<file path="src/rtl/control_pkg.sv">
// Shared constants for the control pipeline: bus widths, named bus bit
// positions, MIPS opcode/funct encodings, ALU operation classes and ALU codes.
package control_pkg;

  localparam int EX_BUS_W  = 11;
  localparam int MEM_BUS_W = 9;
  localparam int WB_BUS_W  = 2;
  localparam int REG_W     = 5;

  // execute bus: {JumpLink, JALOnly, RegDst, ALUSrc1, ALUSrc2, Jump, JumpReg, ALUCode[3:0]}
  localparam int EX_JUMPLINK = 10;
  localparam int EX_JALONLY  = 9;
  localparam int EX_REGDST   = 8;
  localparam int EX_ALUSRC1  = 7;
  localparam int EX_ALUSRC2  = 6;
  localparam int EX_JUMP     = 5;
  localparam int EX_JUMPREG  = 4;
  localparam int ALU_CODE_W  = 4;

  // memory bus: {BNE, SB, SH, LB, LH, Unsigned, Branch, MemRead, MemWrite}
  localparam int MEM_BNE      = 8;
  localparam int MEM_SB       = 7;
  localparam int MEM_SH       = 6;
  localparam int MEM_LB       = 5;
  localparam int MEM_LH       = 4;
  localparam int MEM_UNSIGNED = 3;
  localparam int MEM_BRANCH   = 2;
  localparam int MEM_READ     = 1;
  localparam int MEM_WRITE    = 0;

  // write-back bus: {RegWrite, MemtoReg}
  localparam int WB_REGWRITE = 1;
  localparam int WB_MEMTOREG = 0;

  localparam logic [5:0] OP_RTYPE = 6'b000000;
  localparam logic [5:0] OP_J     = 6'b000010;
  localparam logic [5:0] OP_JAL   = 6'b000011;
  localparam logic [5:0] OP_BEQ   = 6'b000100;
  localparam logic [5:0] OP_BNE   = 6'b000101;
  localparam logic [5:0] OP_ADDI  = 6'b001000;
  localparam logic [5:0] OP_ADDIU = 6'b001001;
  localparam logic [5:0] OP_SLTI  = 6'b001010;
  localparam logic [5:0] OP_SLTIU = 6'b001011;
  localparam logic [5:0] OP_ANDI  = 6'b001100;
  localparam logic [5:0] OP_ORI   = 6'b001101;
  localparam logic [5:0] OP_XORI  = 6'b001110;
  localparam logic [5:0] OP_LUI   = 6'b001111;
  localparam logic [5:0] OP_LB    = 6'b100000;
  localparam logic [5:0] OP_LH    = 6'b100001;
  localparam logic [5:0] OP_LW    = 6'b100011;
  localparam logic [5:0] OP_LBU   = 6'b100100;
  localparam logic [5:0] OP_LHU   = 6'b100101;
  localparam logic [5:0] OP_SB    = 6'b101000;
  localparam logic [5:0] OP_SH    = 6'b101001;
  localparam logic [5:0] OP_SW    = 6'b101011;

  localparam logic [5:0] FN_SLL  = 6'b000000;
  localparam logic [5:0] FN_SRL  = 6'b000010;
  localparam logic [5:0] FN_SRA  = 6'b000011;
  localparam logic [5:0] FN_SLLV = 6'b000100;
  localparam logic [5:0] FN_SRLV = 6'b000110;
  localparam logic [5:0] FN_SRAV = 6'b000111;
  localparam logic [5:0] FN_JR   = 6'b001000;
  localparam logic [5:0] FN_JALR = 6'b001001;
  localparam logic [5:0] FN_ADD  = 6'b100000;
  localparam logic [5:0] FN_ADDU = 6'b100001;
  localparam logic [5:0] FN_SUB  = 6'b100010;
  localparam logic [5:0] FN_SUBU = 6'b100011;
  localparam logic [5:0] FN_AND  = 6'b100100;
  localparam logic [5:0] FN_OR   = 6'b100101;
  localparam logic [5:0] FN_XOR  = 6'b100110;
  localparam logic [5:0] FN_NOR  = 6'b100111;
  localparam logic [5:0] FN_SLT  = 6'b101010;
  localparam logic [5:0] FN_SLTU = 6'b101011;

  typedef enum logic [2:0] {
    ALUOP_ADD   = 3'd0,
    ALUOP_SUB   = 3'd1,
    ALUOP_RTYPE = 3'd2,
    ALUOP_AND   = 3'd3,
    ALUOP_OR    = 3'd4,
    ALUOP_XOR   = 3'd5,
    ALUOP_LUI   = 3'd6
  } aluop_e;

  localparam logic [3:0] ALU_ADD  = 4'd0;
  localparam logic [3:0] ALU_SUB  = 4'd1;
  localparam logic [3:0] ALU_AND  = 4'd2;
  localparam logic [3:0] ALU_OR   = 4'd3;
  localparam logic [3:0] ALU_XOR  = 4'd4;
  localparam logic [3:0] ALU_NOR  = 4'd5;
  localparam logic [3:0] ALU_SLT  = 4'd6;
  localparam logic [3:0] ALU_SLTU = 4'd7;
  localparam logic [3:0] ALU_SLL  = 4'd8;
  localparam logic [3:0] ALU_SRL  = 4'd9;
  localparam logic [3:0] ALU_SRA  = 4'd10;
  localparam logic [3:0] ALU_LUI  = 4'd11;
  localparam logic [3:0] ALU_ADDU = 4'd12;
  localparam logic [3:0] ALU_SUBU = 4'd13;

endpackage

</file>
<file path="src/rtl/alu_control.sv">
// ALU code generation from the decoder's operation class and the R-type funct.
// Variable shifts share codes with the shamt shifts; ALUSrc1 picks the amount.
module alu_control
  import control_pkg::*;
(
  input  logic [5:0]            funct,
  input  aluop_e                aluop,
  output logic [ALU_CODE_W-1:0] alu_code
);

  // map operation class (and funct for R-type) to an ALU code
  always_comb begin
    alu_code = ALU_ADD;
    case (aluop)
      ALUOP_ADD: alu_code = ALU_ADD;
      ALUOP_SUB: alu_code = ALU_SUB;
      ALUOP_AND: alu_code = ALU_AND;
      ALUOP_OR:  alu_code = ALU_OR;
      ALUOP_XOR: alu_code = ALU_XOR;
      ALUOP_LUI: alu_code = ALU_LUI;
      ALUOP_RTYPE: begin
        case (funct)
          FN_ADD:          alu_code = ALU_ADD;
          FN_ADDU:         alu_code = ALU_ADDU;
          FN_SUB:          alu_code = ALU_SUB;
          FN_SUBU:         alu_code = ALU_SUBU;
          FN_AND:          alu_code = ALU_AND;
          FN_OR:           alu_code = ALU_OR;
          FN_XOR:          alu_code = ALU_XOR;
          FN_NOR:          alu_code = ALU_NOR;
          FN_SLT:          alu_code = ALU_SLT;
          FN_SLTU:         alu_code = ALU_SLTU;
          FN_SLL, FN_SLLV: alu_code = ALU_SLL;
          FN_SRL, FN_SRLV: alu_code = ALU_SRL;
          FN_SRA, FN_SRAV: alu_code = ALU_SRA;
          default:         alu_code = ALU_ADD;
        endcase
      end
      default: alu_code = ALU_ADD;
    endcase
  end

endmodule

</file>
<file path="src/rtl/control_pipeline.sv">
// ID-stage control decode feeding ID/EX, EX/MEM and MEM/WB control registers,
// with load-use stall detection, flush-to-bubble and global enable freeze.
module control_pipeline
  import control_pkg::*;
#(
  parameter int LEN_EXEC_BUS = EX_BUS_W,
  parameter int LEN_MEM_BUS  = MEM_BUS_W,
  parameter int LEN_WB_BUS   = WB_BUS_W,
  parameter int REG_ADDR_W   = REG_W
) (
  input  logic                    clk,
  input  logic                    rst_n,
  input  logic                    i_enable,
  input  logic                    i_valid,
  input  logic [31:0]             i_instr,
  input  logic                    i_flush,
  output logic                    o_stall,
  output logic [LEN_EXEC_BUS-1:0] o_ex_bus,
  output logic [LEN_MEM_BUS-1:0]  o_mem_bus,
  output logic [LEN_WB_BUS-1:0]   o_wb_bus,
  output logic                    o_ex_valid,
  output logic                    o_mem_valid,
  output logic                    o_wb_valid,
  output logic [REG_ADDR_W-1:0]   o_wb_reg,
  output logic                    o_illegal
);

  logic [5:0] opcode, funct;
  logic [REG_ADDR_W-1:0] rs, rt, rd;
  assign opcode = i_instr[31:26];
  assign funct  = i_instr[5:0];
  assign rs     = REG_ADDR_W'(i_instr[25:21]);
  assign rt     = REG_ADDR_W'(i_instr[20:16]);
  assign rd     = REG_ADDR_W'(i_instr[15:11]);

  logic [LEN_EXEC_BUS-1:0] dec_ex_ctl, dec_ex;
  logic [LEN_MEM_BUS-1:0]  dec_mem;
  logic [LEN_WB_BUS-1:0]   dec_wb;
  logic [REG_ADDR_W-1:0]   dec_dst;
  logic                    dec_ill, reads_rt;
  aluop_e                  aluop;
  logic [5:0]              alu_funct;
  logic [ALU_CODE_W-1:0]   alu_code;

  // control decode of the ID-stage instruction
  always_comb begin
    dec_ex_ctl = '0;
    dec_mem    = '0;
    dec_wb     = '0;
    dec_ill    = 1'b0;
    reads_rt   = 1'b0;
    aluop      = ALUOP_ADD;
    alu_funct  = funct;
    case (opcode)
      OP_RTYPE: begin
        reads_rt = 1'b1;
        aluop    = ALUOP_RTYPE;
        case (funct)
          FN_SLL, FN_SRL, FN_SRA: begin
            dec_ex_ctl[EX_REGDST]  = 1'b1;
            dec_ex_ctl[EX_ALUSRC1] = 1'b1;
            dec_wb[WB_REGWRITE]    = 1'b1;
          end
          FN_SLLV, FN_SRLV, FN_SRAV, FN_ADD, FN_ADDU, FN_SUB, FN_SUBU,
          FN_AND, FN_OR, FN_XOR, FN_NOR, FN_SLT, FN_SLTU: begin
            dec_ex_ctl[EX_REGDST] = 1'b1;
            dec_wb[WB_REGWRITE]   = 1'b1;
          end
          FN_JR: dec_ex_ctl[EX_JUMPREG] = 1'b1;
          FN_JALR: begin
            dec_ex_ctl[EX_JUMPLINK] = 1'b1;
            dec_ex_ctl[EX_REGDST]   = 1'b1;
            dec_ex_ctl[EX_JUMPREG]  = 1'b1;
            dec_wb[WB_REGWRITE]     = 1'b1;
          end
          default: dec_ill = 1'b1;
        endcase
      end
      OP_LB, OP_LH, OP_LW, OP_LBU, OP_LHU: begin
        dec_ex_ctl[EX_ALUSRC2] = 1'b1;
        dec_mem[MEM_READ]      = 1'b1;
        dec_mem[MEM_LB]        = (opcode == OP_LB) || (opcode == OP_LBU);
        dec_mem[MEM_LH]        = (opcode == OP_LH) || (opcode == OP_LHU);
        dec_mem[MEM_UNSIGNED]  = (opcode == OP_LBU) || (opcode == OP_LHU);
        dec_wb[WB_REGWRITE]    = 1'b1;
        dec_wb[WB_MEMTOREG]    = 1'b1;
      end
      OP_SB, OP_SH, OP_SW: begin
        reads_rt               = 1'b1;
        dec_ex_ctl[EX_ALUSRC2] = 1'b1;
        dec_mem[MEM_WRITE]     = 1'b1;
        dec_mem[MEM_SB]        = (opcode == OP_SB);
        dec_mem[MEM_SH]        = (opcode == OP_SH);
      end
      OP_ADDI, OP_ADDIU, OP_ANDI, OP_ORI, OP_XORI, OP_LUI, OP_SLTI, OP_SLTIU: begin
        dec_ex_ctl[EX_ALUSRC2] = 1'b1;
        dec_wb[WB_REGWRITE]    = 1'b1;
        case (opcode)
          OP_ANDI:  aluop = ALUOP_AND;
          OP_ORI:   aluop = ALUOP_OR;
          OP_XORI:  aluop = ALUOP_XOR;
          OP_LUI:   aluop = ALUOP_LUI;
          // immediate compares reuse the R-type SLT/SLTU code path
          OP_SLTI:  begin aluop = ALUOP_RTYPE; alu_funct = FN_SLT;  end
          OP_SLTIU: begin aluop = ALUOP_RTYPE; alu_funct = FN_SLTU; end
          default:  aluop = ALUOP_ADD;
        endcase
      end
      OP_BEQ, OP_BNE: begin
        reads_rt            = 1'b1;
        aluop               = ALUOP_SUB;
        dec_mem[MEM_BRANCH] = 1'b1;
        dec_mem[MEM_BNE]    = (opcode == OP_BNE);
      end
      OP_J: dec_ex_ctl[EX_JUMP] = 1'b1;
      OP_JAL: begin
        dec_ex_ctl[EX_JUMPLINK] = 1'b1;
        dec_ex_ctl[EX_JALONLY]  = 1'b1;
        dec_ex_ctl[EX_JUMP]     = 1'b1;
        dec_wb[WB_REGWRITE]     = 1'b1;
      end
      default: dec_ill = 1'b1;
    endcase
  end

  alu_control u_alu_control (
    .funct    (alu_funct),
    .aluop    (aluop),
    .alu_code (alu_code)
  );

  assign dec_ex  = dec_ill ? '0 : (dec_ex_ctl | LEN_EXEC_BUS'(alu_code));
  assign dec_dst = dec_ill                      ? '0 :
                   (opcode == OP_JAL)           ? REG_ADDR_W'(31) :
                   dec_ex_ctl[EX_REGDST]        ? rd : rt;

  logic [LEN_EXEC_BUS-1:0] ex_bus_q;
  logic [LEN_MEM_BUS-1:0]  ex_mem_q, mem_mem_q;
  logic [LEN_WB_BUS-1:0]   ex_wb_q, mem_wb_q, wb_wb_q;
  logic                    ex_valid_q, mem_valid_q, wb_valid_q;
  logic [REG_ADDR_W-1:0]   ex_dst_q, mem_dst_q, wb_dst_q;
  logic                    ex_ill_q, mem_ill_q, wb_ill_q;
  logic                    ill_pulse_q;
  logic                    load_use, take_id;

  assign load_use = ex_valid_q && ex_mem_q[MEM_READ] && (ex_dst_q != '0) && i_valid &&
                    ((ex_dst_q == rs) || (reads_rt && (ex_dst_q == rt)));
  assign take_id  = i_valid && !i_flush && !load_use;
  assign o_stall  = load_use && i_enable && !i_flush;

  // stage registers: ID/EX takes the decode or a bubble, later stages shift
  always_ff @(posedge clk or negedge rst_n) begin
    if (!rst_n) begin
      ex_bus_q    <= '0;
      ex_mem_q    <= '0;
      ex_wb_q     <= '0;
      ex_valid_q  <= 1'b0;
      ex_dst_q    <= '0;
      ex_ill_q    <= 1'b0;
      mem_mem_q   <= '0;
      mem_wb_q    <= '0;
      mem_valid_q <= 1'b0;
      mem_dst_q   <= '0;
      mem_ill_q   <= 1'b0;
      wb_wb_q     <= '0;
      wb_valid_q  <= 1'b0;
      wb_dst_q    <= '0;
      wb_ill_q    <= 1'b0;
      ill_pulse_q <= 1'b0;
    end else if (i_enable) begin
      if (take_id) begin
        ex_bus_q   <= dec_ex;
        ex_mem_q   <= dec_mem;
        ex_wb_q    <= dec_wb;
        ex_valid_q <= 1'b1;
        ex_dst_q   <= dec_dst;
        ex_ill_q   <= dec_ill;
      end else begin
        ex_bus_q   <= '0;
        ex_mem_q   <= '0;
        ex_wb_q    <= '0;
        ex_valid_q <= 1'b0;
        ex_dst_q   <= '0;
        ex_ill_q   <= 1'b0;
      end
      mem_mem_q   <= ex_mem_q;
      mem_wb_q    <= ex_wb_q;
      mem_valid_q <= ex_valid_q;
      mem_dst_q   <= ex_dst_q;
      mem_ill_q   <= ex_ill_q;
      wb_wb_q     <= mem_wb_q;
      wb_valid_q  <= mem_valid_q;
      wb_dst_q    <= mem_dst_q;
      wb_ill_q    <= mem_ill_q;
      ill_pulse_q <= take_id && dec_ill;
    end else begin
      // a frozen cycle consumes the pulse so it never reappears on resume
      ill_pulse_q <= 1'b0;
    end
  end

  assign o_ex_bus    = ex_bus_q;
  assign o_mem_bus   = mem_mem_q;
  assign o_wb_bus    = wb_wb_q;
  assign o_ex_valid  = ex_valid_q;
  assign o_mem_valid = mem_valid_q;
  assign o_wb_valid  = wb_valid_q;
  assign o_wb_reg    = wb_dst_q;
  assign o_illegal   = ill_pulse_q && i_enable;

  // shamt is consumed by the EX datapath; the WB illegal flag has no consumer here
  logic unused_bits;
  assign unused_bits = ^{i_instr[10:6], wb_ill_q};

endmodule
</file>
<file path="config.mk">
export PLATFORM = sky130hd
export DESIGN_NAME = control_pipeline
export DESIGN_NICKNAME = d
export VERILOG_FILES = /design/src/rtl/control_pkg.sv /design/src/rtl/alu_control.sv /design/src/rtl/control_pipeline.sv
export SDC_FILE = /design/constraint.sdc
export NUM_CORES = 1
export LEC_CHECK = 0
export ABC_AREA = 0
export CAP_MARGIN = 20
export CORE_AREA = 2 2 83 85
export CTS_CLUSTER_SIZE = 10
export DETAILED_ROUTE_END_ITERATION = 6
export DIE_AREA = 0 0 85 87
export GPL_ROUTABILITY_DRIVEN = 0
export PLACE_DENSITY = 0.8
export SYNTH_ARGS = -nofsm -noshare
export SYNTH_HDL_FRONTEND = slang
export SYNTH_SLANG_ARGS = --single-unit
</file>
<file path="constraint.sdc">
create_clock -name clk -period 1.85 [get_ports clk]
set_input_delay 0.2775 -clock clk [delete_from_list [all_inputs] [get_ports clk]]
set_output_delay 0.2775 -clock clk [all_outputs]
set_load 0.005 [all_outputs]
</file>
; ---- After elaboration in Yosys (flattened, before gate mapping)
; Memories as Yosys holds them, arrays and structs flattened.
; Cells that the tools add are included.
[op_classes]
eq_ne = 45
bitwise = 1
n_mux = 35
reduce_logical = 34
[op_table]
columns = cell, count
row1 = $eq 6x6->1 const B, 18
row2 = $eq 6x4->1 const B, 10
row3 = $eq 6x3->1 const B, 5
row4 = $eq 6x2->1 const B, 4
row5 = $pmux 4 s6, 1
row6 = $mux 11, 2
row7 = $mux 5, 4
row8 = $reduce_or 20->1, 1
row9 = $reduce_or 18->1, 1
row10 = $reduce_or 17->1, 1
row11 = $mux 1, 16
row12 = $reduce_or 16->1, 1
row13 = $pmux 3 s5, 1
row14 = $reduce_or 14->1, 1
row15 = $logic_not 6->1, 2
row16 = $pmux 6 s2, 1
row17 = $logic_and 1x1->1, 11
row18 = $or 11x4->11, 1
row19 = $eq 5x5->1, 2
row20 = $eq 3x3->1 const B, 3
row21 = $mux 9, 1
row22 = $pmux 3 s3, 1
row23 = $reduce_or 2->1, 4
row24 = $reduce_or 8->1, 1
row25 = 12 further kinds, 22
[totals]
output_inout_bits = 32
word_cells = 129
input_bits = 37
regBits = 54
mem_bits_ro = 256
n_memories = 1
[memory_table]
columns = name, words, width, read_ports, rd_ports_with_merged_regs, write_ports, line_no
row1 = (no name shown), 64, 4, 1, 0, 0, alu_control.sv:22  ; case (funct)

; ---- Depth between registers and ports, before layout
; Gate-level depths: netlist of run 1.
[logic_depth]
depth_word = 10
depth_mapped = 7
depth_no_buf = 5

; ---- Modules after synthesis
; A second synthesis of run 1 with hierarchy kept.
[hier_totals]
hier_cells = 297
hier_area_um2 = 2897.8
[by_module_without_submodules]
columns = mod, seq_area_each_um2, area_per_inst_um2, n_inst, cells_per_inst
row1 = control_pipeline, 1301.2, 2722.6, 1, 271
row2 = alu_control, 0.0, 175.2, 1, 26

; ---- Least setup slack after synthesis of run 1
; OpenSTA, ideal clock, no wires.
[synth_path]
path_type = input to register
start = input port i_instr[31]
end = register ex_bus_q[2] (netlist: o_ex_bus[2])
slack_ps = -8
arrival_time_ps = 1748
setup_time_ps = 110
cell_stages = 7
required_ps = 1740
path_buffers = 2
path_cell_list = buf_2 -> or2_1 -> buf_2 -> or3_1 -> mux2i_1 -> o311a_1 -> o41ai_1
[synth_between]
elab_chain_cells = 9
word_cells_on_any_way = 48
classes_between = eq/ne: 26 / mux: 9 / bitwise: 1 / reduce/logical: 11 / memory: 1
[synth_lines]
columns = element, line_no
row1 = from (decl), control_pipeline.sv:15  ; input logic [31:0] i_instr,
row2 = branches (longest 8 deep; another with $mem_v2 64x4), --
row3 = $mux 11 *, control_pipeline.sv:171  ; if (take_id) begin
row4 = to (signal assigned), control_pipeline.sv:154  ; ex_bus_q <= '0;
row5 = to (signal assigned), control_pipeline.sv:172  ; ex_bus_q <= dec_ex;
row6 = to (signal assigned), control_pipeline.sv:179  ; ex_bus_q <= '0;
row7 = to (decl), control_pipeline.sv:137  ; logic [LEN_EXEC_BUS-1:0] ex_bus_q;
; Every way passes the cells marked *.
; A chain may end at the register's enable or synchronous reset.

; ---- Worst setup path after layout of run 1
[layout_path]
start = register ex_dst_q[0]
end = register ex_dst_q[2]
[layout_between]
elab_chain_cells = 7
word_cells_on_any_way = 11
classes_between = eq/ne: 2 / mux: 1 / reduce/logical: 8
[layout_lines]
columns = element, line_no
row1 = from (decl), control_pipeline.sv:141  ; logic [REG_ADDR_W-1:0] ex_dst_q, mem_dst_q, wb_dst_q;
row2 = from (signal assigned), control_pipeline.sv:176  ; ex_dst_q <= dec_dst;
row3 = $eq 5x5->1 or $reduce_bool 5->1 (tied branches), "control_pipeline.sv:147, control_pipeline.sv:146"
row4 = "$logic_and 1x1->1, on equally long branches", "control_pipeline.sv:147, control_pipeline.sv:146"
row5 = $logic_or 1x1->1 or $logic_and 1x1->1 (tied branches), "control_pipeline.sv:147, control_pipeline.sv:146"
row6 = $logic_and 1x1->1 *, control_pipeline.sv:146  ; assign load_use = ex_valid_q && ex_mem_q[MEM_READ] && (ex_dst_q != '0) && i_valid &&
row7 = $logic_not 1->1 *, control_pipeline.sv:148  ; assign take_id = i_valid && !i_flush && !load_use;
row8 = $logic_and 1x1->1 *, control_pipeline.sv:148
row9 = $mux 5 *, control_pipeline.sv:171
; Mark *: on every way between the ends. The rest lies on a longest branch, timed or not.

==> reports/summary.txt, run 1 <==
CTS root buf = clkbuf_8
VDD IR max = 386 uV
Worst-Skew Late Latency = 310 ps
Worst path slowest cell = dfrtp_2
Ant. Diodes = 0
Final min period = 2100 ps
I/O pins = 69
final worst-path cycle share = 113%
gr usage total = 23.0%
initial core utilization = 43.3%
Crit Path Category = register to register
initial antenna violation count = 0
f_max = 477 MHz
Leak Pwr = 2.03 nW
vias per std cell = 5.55
area leader, netlist = dfrtp_1
htree depth = 2
layout cells sized above 1 = 40.9%
sequential element share of the synthesized area = 45.7%
deepest clock path buffer count = 2
area added between synthesis and finish = 62.7%
remaining global-route overflow = 0
Die Ht = 87 microns
FP Rows = 30
die width = 85 microns
Most common cell on crit path = buf_6
pre-CTS setup slack = -593 ps
vias in the first global route = 2,812
Setup Skew = 2.68 ps
DRC viols = 0
register area = 1310 sq um
Multi-input gate area = 1700 sq um
mapped cell area = 2850 sq um
Core Util, Final = 70.5%
Post-Layout Inst Area = 4630 sq um
CTS tree = yes
Synth Instances = 278
DR iter-0 viols = 120
clock-pin transition on the worst setup and hold timing paths = 90 ps
Hold Fails Final Rpt = 0
CP endpoint kind = register
Area after DPL = 3910 sq um
worst setup slack after layout = -247 ps
Synth warnings = 0
port buffer count = 63
Sw Share = 26.6%
hpwl dp = 5210 microns
Hold Path Class = primary input to register
dominant synthesized flop cell = dfrtp_1
clk sinks = 52
Crit path arrival time = 2320 ps
Net Sw Power = 0.672 mW
Sequential Power Share = 47.0%
Mean Syn Cell Area = 10.2 sq um
FF+latch count, synth = 52
unrepaired setup endpoints after global routing = true
Slew Viols, Final = 0
Vias = 2,738
asr flop ratio synth = 100%
slew margin rel. = 51.8%
area share of the largest cell type after synthesis = 45.7%
failing checks = setup timing
first-pass GRT wire length = 13,400 microns
# setup viols final = 27
die area = 7400 sq um
number of synthesized flops with an enable pin = 0
Hold WS = 439 ps
CTS buffer count = 5
NumNets Final = 449
CP startpoint kind = register
Slew @ Worst Pin = 723 ps
DR pass1 iterations = 6
Fillers = 429
outcome = finished with violations
Max stage delay on crit path = 450 ps
Clk pwr share = 31.6%
WL final = 8940 microns
mean routed wirelength per cell = 18.1 microns
Max-cap violations = 0
post-route insts no fill = 493
flip-flop count of the largest register, all copies and words added = 11
pwr/cell area = 546 nW/um^2
synth unique cells = 54
largest net degree at the start of global routing = 52
dominant cells by area after synthesis = dfrtp_1, mux2_2, o22ai_1
crit path max fanout = 5
internal power = 1.85 mW
Worst Path Required = 2080 ps
Critical Path, Cell by Cell = buf_6 -> nor3_4 -> a211oi_2 -> buf_4 -> a211oi_4 -> buf_6 -> nand4_4 -> buf_4 -> buf_6 -> o22ai_2
placed cells = 458
Comb power frac = 21.4%
core area = 6570 sq um
Syn Nets = 315
antenna-violating nets left = 0
[cells in the final DEF (no fill, tap or decap), types with 7 or more instances in the layout]
cell type        instances
buf_4                   65
buf_6                   13
clkdlybuf4s50_1         54
dfrtp_1                 48
inv_1                   28
mux2_2                  26
nand2_1                  7
nand2b_1                10
nor2_1                  11
nor2b_1                  9
o22ai_2                 14
xor2_1                   8
[cells in the mapped netlist, types with 2 or more instances]
cell type,count
a21oi_1,6
o41ai_1,3
nor3_1,2
nand2b_1,10
nor2_1,11
o21a_1,2
nand3_1,4
dfrtp_1,52
o32ai_1,10
or3_1,4
and2_1,6
o21ai_0,6
buf_2,5
nand2_1,9
a31oi_1,3
nor2b_1,10
xor2_1,10
inv_1,28
o22ai_1,17
clkbuf_1,10
nor4_1,4
mux2_2,26
mux2i_1,2
buf_4,2
a221oi_1,6
nand3b_1,2
[final cells by class]
class / count / area share [%]
multi-input combinational: 180 / 36.8
sequential: 52 / 28.2
clock buffer: 6 / 1.57
tap: 80 / 2.16
clock inverter: 2 / 0.838
inverter: 29 / 2.35
timing repair buffer: 144 / 28.1
[critical path, delay by kind of cell, from the launching register on]
| family | cells | cell delay (ps) |
|---|---|---|
| AND/OR/NAND/NOR | 2 | 310 |
| flip-flops | 1 | 450 |
| buffers and inverters | 5 | 740 |
| AO/OA/AOI/OAI | 3 | 500 |
[power groups by stage]
stage               clock network (mW)  registers [mW]  logic (mW)
global placement                     0            1.21       0.428
global route                     0.862            1.19       0.578
CTS                              0.802            1.18       0.495
floorplan                            0            1.21       0.189
finish                           0.799            1.19       0.541
detailed placement                   0            1.21       0.436
[path summary, 6_finish.rpt]
check                           cells after the start  slack, ps   startpoint          end
worst max register to register                     10       -250  ex_dst_q[0]  ex_dst_q[2]
worst max-delay path                               10       -250  ex_dst_q[0]  ex_dst_q[2]
min in group asynchronous                           2        470        rst_n  o_wb_reg[4]
worst min-delay path                                3        440  i_instr[20]  ex_dst_q[4]
max in group asynchronous                           3        820        rst_n  ex_dst_q[0]
worst min register to register                      2        510  o_ex_bus[4]  o_ex_bus[4]
[what timing repair did]
item	4_1_cts	5_1_grt
hold buffers	1	0
endpoints found under the hold margin	19	0
pin swaps	27	13
resized for setup	52	29
gates cloned	0	0
buffers inserted	23	10
setup endpoints to repair	26	29
[cell families after synthesis]
logic type | Yosys count | share of synthesized area (%)
flops | 52 | 45.7
xor+xnor | 10 | 3.08
buf+inv | 46 | 6.55
simple gates | 74 | 15.5
mux | 28 | 11.0
compound gates | 68 | 18.1
[layer usage]
layer	wire length (microns)	GRT usage [%]
met1	3630	28.4
met2	4610	40.3
met3	488	4.27
met4	210	7.94
met5	0	0
[stage by stage]
| stage | total power, mW | setup TNS [ps] |
|---|---|---|
| floorplan | 1.39 | -7.81 |
| global placement | 1.63 | -12320 |
| detailed placement | 1.64 | -12820 |
| CTS | 2.48 | -2320 |
| global route | 2.63 | -6940 |
| finish | 2.53 | -4840 |
No activity file was read; power rests on OpenSTA's default activity.
==> inputs of run 2 (changes only) <==
--- a/config.mk
+++ b/config.mk
@@ -8,7 +8,7 @@
 export ABC_AREA = 0
 export CAP_MARGIN = 20
 export CORE_AREA = 2 2 83 85
-export CTS_CLUSTER_SIZE = 10
+export CTS_CLUSTER_SIZE = 30
 export DETAILED_ROUTE_END_ITERATION = 6
 export DIE_AREA = 0 0 85 87
 export GPL_ROUTABILITY_DRIVEN = 0
==> results of run 2 <==
Same layout as run 1: the final DEF is identical, and so are final timing and power.
